**config.mk**
```make
export PLATFORM = sky130hd
export DESIGN_NAME = gaus_clt_sampler
export DESIGN_NICKNAME = d
export VERILOG_FILES = /design/src/rtl/gaus_clt_sampler.sv
export SDC_FILE = /design/constraint.sdc
export NUM_CORES = 1
export LEC_CHECK = 0
export ABC_CLOCK_PERIOD_IN_PS = 11700
export CAP_MARGIN = 30
export CORE_MARGIN = 1
export CORE_UTILIZATION = 45
export CTS_CLUSTER_DIAMETER = 40
export DETAILED_ROUTE_END_ITERATION = 7
export GPL_ROUTABILITY_DRIVEN = 0
export PLACE_DENSITY = 0.69
export RECOVER_POWER = 25
export SLEW_MARGIN = 20
export SYNTH_ARGS = -nofsm -noshare
export SYNTH_HDL_FRONTEND = slang
export SYNTH_SLANG_ARGS = --single-unit
```
**constraint.sdc**
```tcl
create_clock -name Clk -period 11.7 [get_ports Clk]
set_input_delay 2.925 -clock Clk [delete_from_list [all_inputs] [get_ports Clk]]
set_output_delay 2.925 -clock Clk [all_outputs]
set_load 0.01 [all_outputs]
```
**src/rtl/gaus_clt_sampler.sv**
```systemverilog
// rtl/gaus_clt_sampler.sv - CLT Gaussian noise sampler fed by a 56-bit LFSR word
// Sums 7 bytes over N_WORDS words, centres, gain-shifts and saturates into a valid/ready slot.
module gaus_clt_sampler #(
  parameter int N_WORDS = 4,
  parameter int OUT_W   = 16,
  parameter int CNT_W   = 16
) (
  input  logic             Clk,
  input  logic             Reset,
  input  logic [55:0]      rand_in,
  input  logic             run,
  input  logic [2:0]       gain,
  output logic [OUT_W-1:0] sample_out,
  output logic             sample_valid,
  input  logic             sample_ready,
  output logic             busy,
  output logic [CNT_W-1:0] sample_cnt
);

  localparam int WS_W     = 11;
  localparam int ACC_MAX  = N_WORDS * 1785;
  localparam int ACC_W    = $clog2(ACC_MAX + 1);
  localparam int OFFSET   = (N_WORDS * 7 * 255) / 2;
  localparam int CNT_BITS = (N_WORDS > 1) ? $clog2(N_WORDS) : 1;
  // Wide enough for the centred sum shifted by the maximum gain of 7.
  localparam int VW       = (ACC_W + 8 > OUT_W + 1) ? ACC_W + 8 : OUT_W + 1;

  localparam logic signed [VW-1:0]   SAT_MAX  = VW'((1 << (OUT_W - 1)) - 1);
  localparam logic signed [VW-1:0]   SAT_MIN  = ~SAT_MAX;
  localparam logic signed [VW-1:0]   OFFSET_V = VW'(OFFSET);
  localparam logic [CNT_BITS-1:0]    LAST_CNT = CNT_BITS'(N_WORDS - 1);

  typedef enum logic [1:0] {
    S_IDLE  = 2'd0,
    S_ACCUM = 2'd1,
    S_HOLD  = 2'd2
  } state_t;

  state_t             state_q;
  logic [ACC_W-1:0]   acc_q;
  logic [CNT_BITS-1:0] cnt_q;
  logic [OUT_W-1:0]   sample_out_q;
  logic               sample_valid_q;
  logic [CNT_W-1:0]   sample_cnt_q;

  logic [WS_W-1:0]    wsum;
  logic [ACC_W-1:0]   sum_d;
  logic               slot_free;

  always_comb begin
    wsum = '0;
    for (int k = 0; k < 7; k++) begin
      wsum = wsum + WS_W'(rand_in[8*k +: 8]);
    end
  end

  assign sum_d     = acc_q + ACC_W'(wsum);
  assign slot_free = !sample_valid_q || sample_ready;

  function automatic logic [OUT_W-1:0] scale(input logic [ACC_W-1:0] s, input logic [2:0] g);
    logic signed [VW-1:0] c;
    logic signed [VW-1:0] v;
    c = signed'(VW'(s)) - OFFSET_V;
    v = c <<< g;
    if (v > SAT_MAX) begin
      return SAT_MAX[OUT_W-1:0];
    end else if (v < SAT_MIN) begin
      return SAT_MIN[OUT_W-1:0];
    end else begin
      return v[OUT_W-1:0];
    end
  endfunction

  always_ff @(posedge Clk) begin
    if (!Reset) begin
      state_q        <= S_IDLE;
      acc_q          <= '0;
      cnt_q          <= '0;
      sample_out_q   <= '0;
      sample_valid_q <= 1'b0;
      sample_cnt_q   <= '0;
    end else begin
      // Accept first; a load later in this block overrides the clear.
      if (sample_valid_q && sample_ready) begin
        sample_cnt_q   <= sample_cnt_q + CNT_W'(1);
        sample_valid_q <= 1'b0;
      end
      case (state_q)
        S_IDLE: begin
          acc_q <= '0;
          cnt_q <= '0;
          if (run) state_q <= S_ACCUM;
        end
        S_ACCUM: begin
          if (!run) begin
            acc_q   <= '0;
            cnt_q   <= '0;
            state_q <= S_IDLE;
          end else if (cnt_q < LAST_CNT) begin
            acc_q <= sum_d;
            cnt_q <= cnt_q + CNT_BITS'(1);
          end else if (slot_free) begin
            sample_out_q   <= scale(sum_d, gain);
            sample_valid_q <= 1'b1;
            acc_q          <= '0;
            cnt_q          <= '0;
          end else begin
            acc_q   <= sum_d;
            state_q <= S_HOLD;
          end
        end
        S_HOLD: begin
          if (slot_free) begin
            sample_out_q   <= scale(acc_q, gain);
            sample_valid_q <= 1'b1;
            acc_q          <= '0;
            cnt_q          <= '0;
            state_q        <= run ? S_ACCUM : S_IDLE;
          end
        end
        default: begin
          acc_q   <= '0;
          cnt_q   <= '0;
          state_q <= S_IDLE;
        end
      endcase
    end
  end

  assign sample_out   = sample_out_q;
  assign sample_valid = sample_valid_q;
  assign sample_cnt   = sample_cnt_q;
  assign busy         = (state_q != S_IDLE);

endmodule

```
# Word level (Yosys, flattened, before mapping)
# Index checks and enable logic that the tools add are counted.
# totals
register_bits	50
out_inout_bits	34
wordCells	71
# classes
add_sub_neg	11
magnitude_cmp	5
n_eq_ne	9
shifts	2
mux	30
n_reduce_logical	8
# op_table
cell	n
2-to-1 mux 16 bit	8
2-to-1 mux 13 bit	4
greater-than comparator 21 x 16 -> 1 bit (second input constant)	2
< comparator 21 x 16 -> 1 bit (second input constant)	2
<<< shifter 14 x 3 -> 21 bit	2
adder 11 x 8 -> 11 bit	3
case mux 16 bit (2 select lines)	1
subtractor 13 x 12 -> 14 bit (second input constant)	2
case mux 13 bit (2 select lines)	1
adder 16 x 1 -> 16 bit (second input constant)	1
2-to-1 mux 2 bit	8
adder 13 x 11 -> 13 bit	1
adder 10 x 8 -> 11 bit	1
adder 9 x 8 -> 10 bit	1
inequality test 2 bit (second input constant)	5
adder 8 x 8 -> 9 bit	1
inequality test 3 bit (second input constant)	2
case mux 2 bit (3 select lines)	1
2-to-1 mux 1 bit	5
AND reduction 5 bit	1
case mux 2 bit (2 select lines)	1
AND reduction 4 bit	1
nonzero test 2 bit	2
adder 2 x 1 -> 2 bit (second input constant)	1
8 further kinds	8

# Depth between registers and ports, before layout
# logic_depth
word_depth	16
mapped_depth	23

# Least setup slack after synthesis
# OpenSTA, ideal clock, no wires.
# synth_path
path_type	input to register
start	input rand_in[2]
end	register sample_out_q[5] (netlist: sample_out[5])
arrival_time_ns	8.379
slack_ns	3.204
path_stages	22
path_buffers	1
path_cell_list	inv_1 > fa_1 > inv_1 > fa_1 > fa_1 > inv_1 > fa_1 > inv_1 > ha_1 > inv_1 > fa_1 > clkbuf_1 > a21oi_1 > nor3b_1 > nand4_2 > a21oi_2 > xor2_1 > a221oi_1 > and4bb_4 > a211oi_4 > nor3_1 > a22o_1
# synth_via
elab_chain_len	16
word_cells_on_any_way	17
classes_between	add/sub: 8; order compare: 2; shift: 1; mux: 6
# synth_rtl
item	line_no	text
start, declared	10	input logic [55:0] rand_in,
adder 8 x 8 -> 9 bit (*)	53	wsum = wsum + WS_W'(rand_in[8*k +: 8]);
adder 9 x 8 -> 10 bit (*)	53	
adder 10 x 8 -> 11 bit (*)	53	
adder 11 x 8 -> 11 bit (*) (3 in a row)	53	
adder 13 x 11 -> 13 bit (*)	57	assign sum_d = acc_q + ACC_W'(wsum);
subtractor 13 x 12 -> 14 bit (*)	63	c = signed'(VW'(s)) - OFFSET_V;
<<< shifter 14 x 3 -> 21 bit (*)	64	v = c <<< g;
< comparator 21 x 16 -> 1 bit	67	end else if (v < SAT_MIN) begin
2-to-1 mux 16 bit	67	
2-to-1 mux 16 bit (*)	65	if (v > SAT_MAX) begin
2-to-1 mux 16 bit (*)	102	end else if (slot_free) begin
2-to-1 mux 16 bit (*)	99	end else if (cnt_q < LAST_CNT) begin
2-to-1 mux 16 bit (*)	95	if (!run) begin
case mux 16 bit (2 select lines) (*)	88	case (state_q)
end signal, assigned	103	sample_out_q <= scale(sum_d, gain);
end signal, assigned	114	sample_out_q <= scale(acc_q, gain);
end, declared	42	logic [OUT_W-1:0] sample_out_q;
# Every way passes the cells marked *; elsewhere a longest branch is shown, timed or not. The select of a mux whose other input is x is not followed.
# A chain may end at the register's enable or synchronous reset.

# Worst setup path after layout
# Ends and elaborated chain as after synthesis.

==> results_dict.tcl <==
set metrics [dict create \
    netlist_area_um2 6300 \
    num_antenna_cells 0 \
    antenna_found_initial 0 \
    worst_pin_slew_ps 1370 \
    hold_viol_final 0 \
    mostFrequentLayoutCell "inv_1" \
    start_util 0.469 \
    async_flop_share 0 \
    grt_max_degree 61 \
    finalCritPeriodShare 0.784 \
    timing.reg2reg.setup_slack_ps 5730 \
    end_kind "register" \
    whs_path_depth 2 \
    cp.arrival_ps 9360 \
    maxCapViolations 0 \
    cts_tree "built" \
    ctsHoldBuffers 0 \
    most-common-layout-cells "inv_1, clkdlybuf4s50_1, nand2_1, nor2_1, a21oi_1" \
    synth-compound-area-share 0.252 \
    synth_top_area_share 0.159 \
    clock_power_share 0.071 \
    io_pins 97 \
    fmax_ghz 0.109 \
    die_area_um2 14500 \
    power.leakage_nw 3.24 \
    portBuffers 96 \
    synth_top_family_by_area "compound AO/OA/AOI/OAI gates" \
    fill_cells 1309 \
    layout_min_cycle_time_ps 9170 \
    power_density_nw_per_um2 326 \
    cp_slowest_cell "fa_1" \
    comb_power_share 0.844 \
    hold_class "register to register" \
    ys_top_cells_by_area "dfxtp_1, fa_1, inv_1" \
    holdCritStartpoint "sample_out[2]" \
    grt_pass1_wl_um 26600 \
    numCtsBuffers 5 \
    required_ps 11900 \
    crit_family "adder cells" \
    vias 5981 \
    wire_per_inst_um 14.1 \
    vias_per_cell 5.57 \
    synth_cell_type_count 84 \
    gr-total-overflow 0 \
    grt_pass1_vias 5732 \
    drc 0 \
    rsz0062_at_grt "no" \
    multiInputGateArea_um2 4630 \
    synth_edf_count 0 \
    p_sw_mw 1.34 \
    synthAdderAreaFrac 0.199 \
    synthCells 829 \
    relSlewSlack 0.0860 \
    fp.coreArea_um2 13500 \
    status "finished clean" \
    synth_seq_cells 50 \
    syn_to_final_growth_pct 19.5 \
    worstReg2RegStart "acc_q[2]" \
    cts.clk_slew.worst_paths_ps 70 \
    post-cts-setup-buffers 0 \
    hold_slack_ps 472 \
    cts_sinks 50 \
    fin_skew_ps 5.23 \
    reg2reg_to "sample_out[5]" \
    wirelength_um 15200 \
    h-tree-depth 2 \
    regArea_um2 1000 \
    track_usage 0.222 \
    drv_slew 0 \
    synth.avg_cell_area_um2 7.60 \
    internal-power_mw 1.12 \
    ys.flop_type "dfxtp_1" \
    path_cells "clkdlybuf4s50_1, inv_1, fa_1, inv_1, fa_1, fa_1, inv_1, fa_1, inv_1, ha_1, inv_1, fa_1, xor2_1, a21oi_1, nor3b_1, nand4_2, a21oi_2, a21oi_1, nor3_1, o211ai_1, a31oi_1, clkbuf_4, o311ai_0, a22o_1" \
    drive_gt1_frac 0.0602 \
    std_cell_rows 42 \
    cts_root_buf "clkbuf_16" \
    synth.area.mux_share 0.0276 \
    path_class "primary input to register" \
    ys_seq_area_frac 0.159 \
    die_h_um 120 \
    drt_iter0_drc 465 \
    reg2regPathDepth 22 \
    die_x_um 120 \
    yosys.area_share.simple 0.211 \
    timing.critical_path.buf_inv 7 \
    cts.path.max_buffers 2 \
    dr.pass1.iters 5 \
    synthesis.nets 964 \
    synth_warnings 0 \
    clk_latency_ps 300 \
    synth.largest_area_cell "dfxtp_1" \
    layout.cells.non_filler 1073 \
    irDropWorstVdd_mv 0.211 \
    critPathMaxStageDelay_ps 550 \
    netSwitchingFraction 0.544 \
    power_frac_seq 0.085 \
    cp-start-kind "primary input" \
    synth-xor-area-share 0.0457 \
    ant_nets 0 \
    place_hpwl_um 11700 \
    setup_viol 0 \
    critPathMaxFanout 9 \
    fin_nets 1031 \
    fin_setup_tns_ps 0 \
    whs_endpoint "sample_out[2]" \
    post_cts_resize_count 0 \
    dp.cells 1064 \
]
-- sequential cells by signal, indices dropped and copies added (netlist names) --
signal and count:
sample_out 16, cnt_q 2, state_q 2, acc_q 13, sample_cnt 16, sample_valid 1
-- layout make-up --
class | count | share of cell area
clock buffers | 5 | 0.0166
clock inverters | 3 | 0.00581
inverters | 131 | 0.0653
multi-input cells | 603 | 0.615
flip-flops and latches | 50 | 0.133
well taps | 176 | 0.0292
repair buffers | 105 | 0.135
-- metal layers --
| layer | track usage | share of wire | vias up |
|---|---|---|---|
| li1 | - | - | 2970 |
| met1 | 0.302 | 0.46 | 2806 |
| met2 | 0.369 | 0.46 | 185 |
| met3 | 0.0373 | 0.059 | 20 |
| met4 | 0.0478 | 0.014 | 0 |
| met5 | 0 | 0 | - |
-- worst min-delay path: cells and delay by family, from the launching register on --
| kind | cells | cell delay [ps] |
|---|---|---|
| DFF | 1 | 330 |
| and+or+nand+nor | 1 | 60 |
| AOI/OAI and AO/OA | 1 | 60 |
-- synth_stat cells, types with 5 or more instances --
| library cell | number |
|---|---|
| clkbuf_1 | 38 |
| or3_1 | 6 |
| fa_1 | 47 |
| a211oi_1 | 10 |
| nor3_1 | 23 |
| xor2_1 | 6 |
| nor2_1 | 56 |
| mux2_2 | 5 |
| o21ai_0 | 44 |
| a22oi_1 | 11 |
| xnor2_1 | 20 |
| ha_1 | 25 |
| a31oi_1 | 8 |
| a21o_1 | 6 |
| nand4_1 | 7 |
| and2_1 | 25 |
| nor2b_1 | 19 |
| inv_1 | 129 |
| and3_1 | 5 |
| a221oi_1 | 5 |
| mux2i_1 | 8 |
| dfxtp_1 | 50 |
| a211o_1 | 5 |
| o211ai_1 | 5 |
| nand2_1 | 72 |
| o31ai_1 | 8 |
| a21oi_1 | 54 |
| nand3_1 | 20 |
| a22o_1 | 9 |
-- worst max-delay path by stage --
stage / start / endpoint / slack, ps / cells past startpoint
after floorplan: rand_in[2] / sample_out[5] / 3200 / 22
after global routing: rand_in[2] / sample_out[5] / 2060 / 24
after global placement: rand_in[2] / sample_out[5] / 2100 / 23
final: rand_in[2] / sample_out[5] / 2530 / 24
after detailed placement: rand_in[2] / sample_out[5] / 1890 / 23
after CTS: rand_in[2] / sample_out[5] / 2190 / 23
-- cells by family (layout without fill, tap and decap cells) --
| group | after synthesis | count (layout) |
|---|---|---|
| compound gates | 222 | 222 |
| xor+xnor | 29 | 29 |
| fa+ha+maj | 72 | 72 |
| buf+inv | 176 | 244 |
| flops | 50 | 50 |
| mux | 15 | 15 |
| simple gates | 265 | 265 |
-- per-stage QoR --
stage          utilization  power, mW  instance area [um^2]  setup slack [ps]
6_report             0.560       2.46                  7530              2530
5_1_grt              0.560       2.71                  7530              2060
4_1_cts              0.560       2.46                  7530              2190
3_5_place_dp         0.547       2.27                  7360              1890
3_3_place_gp         0.546       2.26                  7350              2100
2_1_floorplan            -       1.89                  6300              3200
-- power groups by stage --
stage / Sequential [mW] / Clock (mW) / Combinational [mW]
after floorplan: 0.195 / 0 / 1.69
after global placement: 0.212 / 0 / 2.05
after detailed placement: 0.213 / 0 / 2.06
after CTS: 0.209 / 0.179 / 2.07
after global routing: 0.211 / 0.185 / 2.32
final: 0.208 / 0.175 / 2.07
(Power assumes the default switching activity.)
